==> config.mk <==
export PLATFORM = sky130hd
export DESIGN_NAME = pc_fetch_unit
export DESIGN_NICKNAME = d
export VERILOG_FILES = /design/src/rtl/pc_fetch_unit.sv
export SDC_FILE = /design/constraint.sdc
export NUM_CORES = 1
export LEC_CHECK = 0
export ABC_CLOCK_PERIOD_IN_PS = 3850
export BUFFER_PORTS_ARGS = -buffer_cell sky130_fd_sc_hd__buf_4
export CORE_MARGIN = 2
export CORE_UTILIZATION = 58
export CTS_CLUSTER_SIZE = 16
export DETAILED_ROUTE_END_ITERATION = 6
export PLACE_DENSITY = 0.82
export REMOVE_ABC_BUFFERS = 1
export SLEW_MARGIN = 20
export SYNTH_ARGS = -nofsm -noshare
export SYNTH_HDL_FRONTEND = slang
export SYNTH_SLANG_ARGS = --single-unit
==> constraint.sdc <==
create_clock -name clk -period 3.85 [get_ports clk]
set_input_delay 0.77 -clock clk [delete_from_list [all_inputs] [get_ports clk]]
set_output_delay 0.77 -clock clk [all_outputs]
set_load 0.01 [all_outputs]
==> src/rtl/pc_fetch_unit.sv <==
// Program counter and fetch sequencer feeding instruction memory.
// Holds the PC across memory stalls and replays a redirect decided during the stall.
module pc_fetch_unit #(
   parameter logic [31:0] RESET_PC = 32'h0000_0000,
   parameter int          OFFSET_W = 8,
   parameter int          CNT_W    = 32
) (
   input  logic                clk,
   input  logic                reset,
   input  logic                busywait,
   input  logic                branch,
   input  logic                zero,
   input  logic                jump,
   input  logic [OFFSET_W-1:0] offset,
   output logic [31:0]         pc,
   output logic [31:0]         pc_next4,
   output logic                fetch_valid,
   output logic                redirect,
   output logic [CNT_W-1:0]    retired
);

   typedef enum logic [1:0] {BOOT, RUN, STALL} state_t;

   state_t      state;
   state_t      state_next;
   logic        taken;
   logic [31:0] offset_ext;
   logic [31:0] target;
   logic        pend_valid;
   logic [31:0] pend_target;
   logic        advance;
   logic        capture;
   logic        redirect_d;
   logic [31:0] pc_d;

   assign taken      = jump | (branch & zero);
   assign pc_next4   = pc + 32'd4;
   assign offset_ext = {{(32-OFFSET_W){offset[OFFSET_W-1]}}, offset};
   assign target     = pc_next4 + {offset_ext[29:0], 2'b00};

   always_ff @(posedge clk or posedge reset) begin
      if (reset) state <= BOOT;
      else       state <= state_next;
   end

   always_comb begin
      state_next = state;
      case (state)
         BOOT:    state_next = RUN;
         RUN:     state_next = busywait ? STALL : RUN;
         STALL:   state_next = busywait ? STALL : RUN;
         default: state_next = BOOT;
      endcase
   end

   // Decide what the next edge does to the PC; a stall in RUN snapshots the redirect.
   always_comb begin
      advance    = 1'b0;
      capture    = 1'b0;
      redirect_d = 1'b0;
      pc_d       = pc_next4;
      case (state)
         RUN: begin
            if (busywait) begin
               capture = 1'b1;
            end else begin
               advance    = 1'b1;
               redirect_d = taken;
               pc_d       = taken ? target : pc_next4;
            end
         end
         STALL: begin
            if (!busywait) begin
               advance    = 1'b1;
               redirect_d = pend_valid;
               pc_d       = pend_valid ? pend_target : pc_next4;
            end
         end
         default: ;
      endcase
   end

   always_ff @(posedge clk or posedge reset) begin
      if (reset) begin
         pc          <= RESET_PC;
         fetch_valid <= 1'b0;
         redirect    <= 1'b0;
         retired     <= '0;
         pend_valid  <= 1'b0;
         pend_target <= 32'd0;
      end else begin
         redirect    <= redirect_d;
         fetch_valid <= (state_next == RUN);
         if (advance) begin
            pc      <= pc_d;
            retired <= retired + CNT_W'(1);
         end
         if (capture) begin
            pend_valid  <= taken;
            pend_target <= target;
         end else if (advance) begin
            pend_valid  <= 1'b0;
         end
      end
   end

endmodule

==> reports/qor.yml <==
hold_viol: 0
clockPowerShare_pct: 13.2
synth-simple-area-share_pct: 18.3
synthMuxAreaShare_pct: 2.48
grt_max_degree: 86
synthAdderAreaFrac_pct: 8.08
cp_cell_sequence: "and4_4 -> nand4_2 -> nor4_4 -> buf_4 -> buf_4 -> nand2_1 -> xnor2_1 -> ha_1 -> nand3_1 -> nand2_1 -> a221o_1 -> a31o_1 -> and3_1 -> nor4_1"
drc_errors: 0
ys_types: 67
synth_top_flop_cell: "dfrtp_1"
cts_inserted_buffers: 9
synth_area_um2: 6750
cts_tree: "done"
synth_compound_area_share_pct: 19.2
layout_setup_ws_ns: 0.159
power_density_nw_per_um2: 848
drive_above_1_share_pct: 24.2
intPower_mw: 3.78
dr.pass1.iters: 5
reg2reg_depth: 14
grtUsageTotal_pct: 30.9
path_clk_slew_ns: 0.08
grt-ovfl-total: 0
rows: 39
antenna_found_initial: 0
viasPerCell: 6.14
holdCritPathClass: "reg -> reg"
die_w_um: 112
yosysTopAreaCellShare_pct: 37.4
ys_seq_area_share_pct: 37.4
dpl.hpwl_um: 13800
start_util_pct: 59.4
ys_ff_latch: 101
combPwrFrac_pct: 60.7
async_flop_share_pct: 100
cp.depth: 14
status: "completed"
placed_cell_area_um2: 7900
clk_path_buf_depth: 2
nets: 918
synth_common_cells: "101 x dfrtp_1, 96 x nand2_1, 63 x xnor2_1"
cp_top_family: "simple AND/OR/NAND/NOR gates"
yosysWarningCount: 0
critPathMaxStageDelay_ns: 0.43
synth.largest_area_cell: "dfrtp_1"
htreeDepth: 3
place_congestion: 0.973
die_h_um: 112
grt_pass1_wl_um: 31300
path_buf_inv: 2
clock_latency_ns: 0.37
fill_cells: 891
synth_top_family_by_area: "compound AO/OA/AOI/OAI gates"
synth_edf_count: 0
drt_iter0_markers: 457
cts_hold_buf: 0
clock-sinks: 101
max_freq_ghz: 0.271
holdWs_ns: 0.481
synthXorXnorAreaFrac_pct: 11.4
via_count: 6192
seq_power_share_pct: 26.1
maxSlewViolCount: 0
synth_most_common_cell: "dfrtp_1"
irDropWorstVdd_uv: 516
finClkSkew_ns: 0.0112
swShare_pct: 46.0
port_buffers: 111
crit_type: "reg -> reg"
setup_viol: 0
p_leak_nw: 3.82
grt_pass1_vias: 6252
cp-start-kind: "flip-flop"
holdPathStages: 1
worst_ep_required_time_ns: 4.11
cts_root_buffer: "clkbuf_16"
period_share_pct: 95.9
cap_violations: 0
wl_um: 19000
dp_slack_ns: -0.0255
cp-end-kind: "flip-flop"
final_antenna_net_count: 0
ioPinCount: 112
period_needed_ns: 3.69
relSlewSlack_pct: 40.7
wl_per_cell_um: 18.9
crit_arrival_ns: 3.95
p_switching_mw: 3.23
netlist_instances: 737
finalPower_mw: 7.01
die-area_um2: 12500
synthTopCellsByArea: "dfrtp_1 37%, xnor2_1 8.2%, ha_1 7.8%, nand2_1 5.3%, a21oi_1 3.6%"
avgSynthCellArea_um2: 9.16
finish.instance_area_um2: 8260
antenna-diode-count: 0
worst_pin_slew_ns: 0.889
area_growth_pct: 22.4
final_util_pct: 72.7
cpMaxStageDelayCell: "dfrtp_1"
cp_max_fo: 6
core_um2: 11400
==> power groups by stage <==
stage / sequential [mW] / clock, mW / combinational [mW]
after floorplan: 1.84 / 0 / 2.56
after global placement: 1.79 / 0 / 4.06
after detailed placement: 1.81 / 0 / 4.16
after CTS: 1.80 / 0.937 / 4.18
after global routing: 1.87 / 0.984 / 4.65
final: 1.83 / 0.927 / 4.26
==> flip-flops by register name, indices dropped and copies added (netlist names) <==
signal	flops
redirect	1
pend_valid	1
fetch_valid	1
retired	32
pc	32
pend_target	32
state	2
==> kinds of logic after synthesis <==
family | after synthesis
and+or+nand+nor | 246
DFF | 101
xor gates and xnor gates | 87
buffers and inverters | 51
AOI/OAI and AO/OA | 194
adders and majority gates | 43
muxes | 15
==> worst paths after layout <==
kind / from / to / slack (ns)
worst max-delay path: pc[15] / pc[30] / 0.16
min in group asynchronous: reset / pc[20] / 0.54
max in group asynchronous: reset / retired[13] / 2.63
worst min register to register: retired[31] / retired[31] / 0.48
worst min-delay path: retired[31] / retired[31] / 0.48
worst max register to register: pc[15] / pc[30] / 0.16
==> layout by cell type (no fill, tap or decap), types with 4 or more instances in the layout <==
| cell type | n |
|---|---|
| buf_4 | 146 |
| nand2_1 | 96 |
| dfrtp_1 | 96 |
| xnor2_1 | 62 |
| a21oi_1 | 47 |
| o21ai_0 | 46 |
| nor2_1 | 41 |
| ha_1 | 40 |
| nand3_1 | 29 |
| a221oi_1 | 24 |
| xor2_1 | 22 |
| inv_1 | 16 |
| o21a_1 | 15 |
| and3_1 | 14 |
| nand4_1 | 14 |
| a21o_1 | 14 |
| mux2_2 | 12 |
| and4_1 | 11 |
| o21ai_1 | 10 |
| clkbuf_16 | 9 |
| nor3_1 | 8 |
| and2_1 | 6 |
| dfrtp_2 | 5 |
| nand2b_1 | 4 |
| a31oi_1 | 4 |
| inv_6 | 4 |
==> metrics by stage <==
step,TNS [ns],instances
after floorplan,0,703
after global placement,0,991
after detailed placement,-0.0255,991
after CTS,0,1007
after global routing,-0.00228,1009
final,0,1009
==> layout make-up <==
class | instances | area (µm²) | share of cell area [%]
Tap cell | 143 | 179 | 2.17
Clock buffer | 10 | 239 | 2.89
Clock inverter | 6 | 62.6 | 0.757
Inverter | 17 | 68.8 | 0.833
Timing Repair Buffer | 147 | 1120 | 13.5
Multi-Input combinational cell | 585 | 4060 | 49.2
Sequential cell | 101 | 2530 | 30.7
==> per-layer routing <==
| layer | track usage (%) | vias up | wire [µm] |
|---|---|---|---|
| met5 | 0 | - | 0 |
| met4 | 10.6 | 0 | 457 |
| met3 | 7.40 | 46 | 1300 |
| met2 | 49.7 | 237 | 9110 |
| met1 | 41.2 | 2998 | 8170 |
| li1 | - | 2911 | - |
==> repair_timing <==
action                     in CTS  in global routing
gates resized for setup         1                 16
setup endpoints to repair       4                 15
setup buffers                   0                  2
pin swaps                       0                  2
Power figures use the tool's default switching activity.
